==> src/rtl/matmul_pkg.sv <==
// Shared types for the matmul job sequencer: descriptor layout, FSM states and validation helper.
package matmul_pkg;

    localparam int ADDR_W  = 28;
    localparam int BURST_W = 7;

    typedef struct packed {
        logic [ADDR_W-1:0]  addr0;
        logic [ADDR_W-1:0]  addr1;
        logic [ADDR_W-1:0]  res_addr;
        logic [ADDR_W-1:0]  len;
        logic [BURST_W-1:0] burst;
    } job_desc_t;

    typedef enum logic [1:0] {
        IDLE,
        LOAD,
        START,
        RUN
    } seq_state_e;

    // A descriptor is legal when the burst is 1..max_b and the length is a non-zero multiple of it.
    function automatic logic desc_ok(input job_desc_t d, input logic [BURST_W-1:0] max_b);
        logic [ADDR_W-1:0] burst_ext;
        burst_ext = {{(ADDR_W-BURST_W){1'b0}}, d.burst};
        return (d.burst != '0) && (d.burst <= max_b) && (d.len != '0) &&
               ((d.len % burst_ext) == '0);
    endfunction

endpackage

==> src/rtl/job_desc_fifo.sv <==
// Synchronous descriptor FIFO with flush; head is presented combinationally on rdata.
module job_desc_fifo
    import matmul_pkg::*;
#(
    parameter int DEPTH = 4
) (
    input  logic                     clk,
    input  logic                     reset,
    input  logic                     flush,
    input  logic                     push,
    input  job_desc_t                wdata,
    input  logic                     pop,
    output job_desc_t                rdata,
    output logic                     full,
    output logic                     empty,
    output logic [$clog2(DEPTH):0]   count
);

    localparam int PW = $clog2(DEPTH);

    job_desc_t       mem [DEPTH];
    logic [PW-1:0]   wptr;
    logic [PW-1:0]   rptr;
    logic            do_push;
    logic            do_pop;

    assign full    = (count == (PW+1)'(DEPTH));
    assign empty   = (count == '0);
    assign do_push = push && !full;
    assign do_pop  = pop && !empty;
    assign rdata   = mem[rptr];

    always_ff @(posedge clk) begin
        if (do_push) begin
            mem[wptr] <= wdata;
        end
    end

    always_ff @(posedge clk) begin
        if (reset || flush) begin
            wptr  <= '0;
            rptr  <= '0;
            count <= '0;
        end else begin
            if (do_push) wptr <= wptr + 1'b1;
            if (do_pop)  rptr <= rptr + 1'b1;
            case ({do_push, do_pop})
                2'b10:   count <= count + 1'b1;
                2'b01:   count <= count - 1'b1;
                default: count <= count;
            endcase
        end
    end

endmodule

==> src/rtl/matmul_job_sequencer.sv <==
// Queues matrix-op descriptors and runs the DRAM matrix-add agent one job at a time.
// MJS_PERF_CNT_EN adds perf_last_cycles (RUN-cycle count of the last completed job).
module matmul_job_sequencer
    import matmul_pkg::*;
#(
    parameter int JOB_DEPTH      = 4,
    parameter int MAX_BURST      = 32,
    parameter int TIMEOUT_CYCLES = 2**24
) (
    input  logic              clk,
    input  logic              reset,
    input  logic              job_valid,
    output logic              job_ready,
    input  logic [ADDR_W-1:0] job_addr0,
    input  logic [ADDR_W-1:0] job_addr1,
    input  logic [ADDR_W-1:0] job_res_addr,
    input  logic [ADDR_W-1:0] job_len,
    input  logic [6:0]        job_burst,
    output logic              job_reject,
    input  logic              abort,
    output logic [ADDR_W-1:0] mat_address0,
    output logic [ADDR_W-1:0] mat_address1,
    output logic [ADDR_W-1:0] mat_res_address,
    output logic [ADDR_W-1:0] mat_mem_len,
    output logic [ADDR_W-1:0] burst_setting,
    output logic              agent_start,
    output logic              agent_start_ff,
    input  logic              agent_done,
    output logic              busy,
    output logic              job_done,
    output logic [15:0]       jobs_completed,
    output logic              timeout_err
`ifdef MJS_PERF_CNT_EN
    ,
    output logic [31:0]       perf_last_cycles
`endif
);

    localparam logic [BURST_W-1:0] MAX_B   = BURST_W'(MAX_BURST);
    localparam logic [31:0]        TO_LAST = 32'(TIMEOUT_CYCLES) - 32'd1;

    seq_state_e                    state_q, state_d;
    job_desc_t                     in_desc, head;
    logic                          fifo_full, fifo_empty;
    logic [$clog2(JOB_DEPTH):0]    fifo_count;
    logic                          accept, in_ok, push, pop, flush;
    logic                          done_ev, tmo_ev;
    logic [31:0]                   cyc;

    assign in_desc = '{addr0: job_addr0, addr1: job_addr1, res_addr: job_res_addr,
                       len: job_len, burst: job_burst};
    assign in_ok   = desc_ok(in_desc, MAX_B);
    // Abort suppresses any same-cycle accept, so the flushed queue stays empty.
    assign accept  = job_valid && job_ready && !abort;
    assign push    = accept && in_ok;

    assign job_ready      = !fifo_full;
    assign busy           = (state_q != IDLE) || (fifo_count != '0);
    assign agent_start    = (state_q == START);
    assign agent_start_ff = (state_q == START) || (state_q == RUN);

    job_desc_fifo #(.DEPTH(JOB_DEPTH)) u_fifo (
        .clk   (clk),
        .reset (reset),
        .flush (flush),
        .push  (push),
        .wdata (in_desc),
        .pop   (pop),
        .rdata (head),
        .full  (fifo_full),
        .empty (fifo_empty),
        .count (fifo_count)
    );

    always_comb begin
        state_d = state_q;
        pop     = 1'b0;
        done_ev = 1'b0;
        tmo_ev  = 1'b0;
        case (state_q)
            IDLE: begin
                if (!fifo_empty) begin
                    state_d = LOAD;
                    pop     = 1'b1;
                end
            end
            LOAD:  state_d = START;
            START: state_d = RUN;
            RUN: begin
                if (agent_done) begin
                    state_d = IDLE;
                    done_ev = 1'b1;
                end else if ((TIMEOUT_CYCLES != 0) && (cyc == TO_LAST)) begin
                    state_d = IDLE;
                    tmo_ev  = 1'b1;
                end
            end
            default: state_d = IDLE;
        endcase
        if (abort) begin
            state_d = IDLE;
            pop     = 1'b0;
            done_ev = 1'b0;
            tmo_ev  = 1'b0;
        end
        flush = abort || tmo_ev;
    end

    always_ff @(posedge clk) begin
        if (reset) begin
            state_q         <= IDLE;
            mat_address0    <= '0;
            mat_address1    <= '0;
            mat_res_address <= '0;
            mat_mem_len     <= '0;
            burst_setting   <= '0;
            cyc             <= '0;
            job_reject      <= 1'b0;
            job_done        <= 1'b0;
            jobs_completed  <= '0;
            timeout_err     <= 1'b0;
`ifdef MJS_PERF_CNT_EN
            perf_last_cycles <= '0;
`endif
        end else begin
            state_q    <= state_d;
            job_reject <= accept && !in_ok;
            job_done   <= done_ev;
            if (done_ev) jobs_completed <= jobs_completed + 16'd1;
            if (tmo_ev)  timeout_err    <= 1'b1;
            // The popped head is latched here and held until the next job is popped.
            if (pop) begin
                mat_address0    <= head.addr0;
                mat_address1    <= head.addr1;
                mat_res_address <= head.res_addr;
                mat_mem_len     <= head.len;
                burst_setting   <= {{(ADDR_W-BURST_W){1'b0}}, head.burst};
            end
            if (state_q == START) begin
                cyc <= '0;
            end else if ((state_q == RUN) && (cyc != '1)) begin
                cyc <= cyc + 32'd1;
            end
`ifdef MJS_PERF_CNT_EN
            if (done_ev) perf_last_cycles <= (cyc == '1) ? cyc : cyc + 32'd1;
`endif
        end
    end

endmodule

==> config.mk <==
export PLATFORM = sky130hd
export DESIGN_NAME = matmul_job_sequencer
export DESIGN_NICKNAME = d
export VERILOG_FILES = /design/src/rtl/matmul_pkg.sv /design/src/rtl/job_desc_fifo.sv /design/src/rtl/matmul_job_sequencer.sv
export SDC_FILE = /design/constraint.sdc
export NUM_CORES = 1
export LEC_CHECK = 0
export ABC_AREA = 1
export ABC_CLOCK_PERIOD_IN_PS = 210500
export CORE_ASPECT_RATIO = 0.6
export CORE_MARGIN = 2
export CORE_UTILIZATION = 25
export DETAILED_ROUTE_END_ITERATION = 6
export MAX_ROUTING_LAYER = met4
export PLACE_DENSITY = 0.38
export SLEW_MARGIN = 20
export SYNTH_ARGS = -nofsm -noshare
export SYNTH_HDL_FRONTEND = slang
export SYNTH_SLANG_ARGS = --single-unit
==> constraint.sdc <==
create_clock -name clk -period 210.5 [get_ports clk]
set_input_delay 42.1 -clock clk [delete_from_list [all_inputs] [get_ports clk]]
set_output_delay 42.1 -clock clk [all_outputs]
set_load 0.05 [all_outputs]
==> impl_metrics.csv <==
group,metric,value,unit
outcome,status,"finished clean",
grt,grt_first_pass_wirelength,218000,um
critical_path,ff2ff_path_depth,8,
cells_and_area,final_util,0.291,
critical_path,cp.required,210760,ps
synthesis,synth_ff_type,"edfxtp_1",
placement,io_buffers,265,
routing,drt_pre_antenna_iters,5,
clock_tree,cts_setup_buffers,0,
clock_tree,cts.clk_slew.worst_paths,60,ps
cells_and_area,drive_above_1_share,0.109,
routing,wl_per_cell,17.8,um
placement,gp_congestion,0.865,
sta,hold_slack,477,ps
critical_path,path_depth,363,
cells_and_area,nets,6025,
synthesis,syn_inst,5542,
clock_tree,cts_resized,0,
grt,grt_use_met3,0.0218,
critical_path,critPathBufInv,62,
sta,tns,0,ps
sta,max_freq,9.40,MHz
sta,skew,30.0,ps
floorplan,core,0.175,sq mm
critical_path,max_stage_delay,890,ps
floorplan,die_y,329,um
routing,drc,0,
clock_tree,cts.path.max_buffers,3,
critical_path,cp_max_fo,53,
grt,grt_util_met2,0.221,
floorplan,rows,119,
critical_path,endpoint_kind,"flop",
run,drv_cap,0,
grt,use_met1,0.252,
clock_tree,tritoncts,"yes",
sta,max_slew.worst_pin.slew,1050,ps
routing,drtIter0Drc,2791,
cells_and_area,mostFrequentLayoutCell,"nand2_1",
synthesis,synth_top_area_frac,0.324,
cells_and_area,area_growth,15.8,%
synthesis,yosysWarnings,0,
sta,period_needed,106390,ps
grt,busiest_layer,"met1",
placement,dpl.hpwl,102000,um
routing,routed_via_density,4.54,
synthesis,synthArstFlopShare,0,
clock_tree,cts_hold_buf,0,
synthesis,synth-seq-cells,655,
placement,place_area,0.0488,sq mm
synthesis,synth-edff-count,476,
min_path,hold_path.class,"reg -> reg",
routing,vias,36900,
synthesis,avgSynthCellArea,7.95,sq um
critical_path,path_class,"in -> reg",
critical_path,cp-start-kind,"primary input",
critical_path,worst_path_most_repeated_cell,"nand2_1",
floorplan,pin_count,287,
sta,finalCritPeriodShare,0.505,
routing,route.final.wire_length,145000,um
routing,antenna_left,0,
sta,hold_violations,0,
clock_tree,cts.root.buffer_cell,"clkbuf_16",
sta,rsz0062_at_grt,"false",
cells_and_area,final_cell_mix,"nand2_1, nor2_1, inv_1",
synthesis,synth_seq_area_share,0.406,
clock_tree,clk_latency,650,ps
grt,grt_max_degree,181,
synthesis,synth_cell_types,81,
sta,setup_violations,0,
sta,relSlewSlack,0.299,
synthesis,synth_area,0.0441,sq mm
critical_path,worstPathArrival,106650,ps
clock_tree,cts_sinks,655,
grt,gr-total-overflow,0,
clock_tree,htreeDepth,3,
floorplan,dieArea,0.180,sq mm
synthesis,ys_top_cells_by_area,"edfxtp_1, dfxtp_1, nand2_1, nor2_1, o21ai_0",
critical_path,crit_slowest_cell,"buf_4",
sta,slew_viol_final,0,
clock_tree,cts_made_buffers,70,
cells_and_area,fin_area,0.0511,sq mm
grt,grt_pass1_vias,33500,
synthesis,yosysTopAreaCell,"edfxtp_1",
min_path,holdPathStages,2,
grt,antenna_found_initial,6,
critical_path,path_delay_family,"simple AND/OR/NAND/NOR gates",
grt,grtUsageTotal,0.162,
floorplan,die_x,546,um
floorplan,start_util,0.252,
routing by layer:
layer	vias up	wire [um]
met1	17100	79900
met3	113	6440
met4	0	1580
met5	-	0
met2	661	57100
li1	19000	-
final cells by class:
| type | count | area (sq um) |
|---|---|---|
| multi-input combinational | 4082 | 22700 |
| antenna | 4 | 10.0 |
| sequential | 655 | 17900 |
| fill | 18700 | 124000 |
| inverter | 613 | 2360 |
| timing repair buffer | 290 | 2880 |
| clock inverter | 29 | 251 |
| clock buffer | 100 | 1990 |
| tap | 2359 | 2950 |
worst register-to-register path, stage by stage, from the launching register on:
cell and delay (ps):
dfxtp_1 370, inv_1 90, nand3_1 100, nand2_1 60
nor2_1 400, nand3_2 320, nor2_4 670, buf_4 840
buf_4 910
registers in the layout, summed over array words and instances (netlist names):
signal / flops
timeout_err: 1
u_fifo.count: 3
u_fifo.rptr: 2
u_fifo.mem: 476
burst_setting: 7
u_fifo.wptr: 2
job_reject: 1
state_q: 2
job_done: 1
mat_res_address: 28
mat_address1: 28
mat_address0: 28
jobs_completed: 16
cyc: 32
mat_mem_len: 28
metrics by stage:
| step | setup WS, ps | std cells |
|---|---|---|
| final | 104110 | 8132 |
| after global routing | 96370 | 8128 |
| after CTS | 103970 | 8128 |
| after detailed placement | 103440 | 7999 |
| after global placement | 105130 | 7999 |
| after floorplan | 111400 | 5562 |
path summary, 6_finish.rpt:
check,endpoint,start,slack (ps)
worst min register to register,cyc[16],cyc[16],480
worst min-delay path,cyc[16],cyc[16],480
worst max register to register,u_fifo.mem[3][53],u_fifo.count[0],206310
worst max-delay path,u_fifo.mem[3][53],job_burst[6],104110
kinds of logic (layout without fill, tap and decap cells):
logic type	Yosys count	after routing	share of synthesized area
AO/OA/AOI/OAI	977	977	0.123
adder cells (fa/ha/maj)	189	189	0.0540
buffers and inverters	825	1032	0.0811
AND/OR/NAND/NOR	2731	2731	0.304
XOR/XNOR	164	164	0.0329
flip-flops	655	655	0.406
other	1	25	0.0000851
synth_stat cells (7+ instances only):
cell / n
nand4_2: 7
o21a_1: 17
dfxtp_1: 179
xor2_1: 107
o21ai_2: 23
inv_1: 547
nor3_1: 64
o2111ai_1: 8
o31ai_1: 12
nand3b_1: 19
o211ai_1: 9
ha_1: 187
o21ai_1: 33
a31oi_1: 127
buf_6: 17
nand3_4: 23
edfxtp_1: 476
nor2_4: 43
inv_2: 44
o21ai_0: 539
nor2_1: 827
buf_8: 10
nand2_4: 47
or2_1: 7
nor4_1: 15
nor2_2: 53
nand4_1: 131
xnor2_1: 55
nor2_8: 8
clkinv_1: 10
clkbuf_1: 146
or2_2: 15
nand3_2: 66
nand2_2: 130
nand3_1: 297
buf_4: 24
nand2_1: 954
a21oi_1: 172
Power is not shown: default switching activity piles up to over one toggle a cycle in this logic, so the estimate is an artifact.
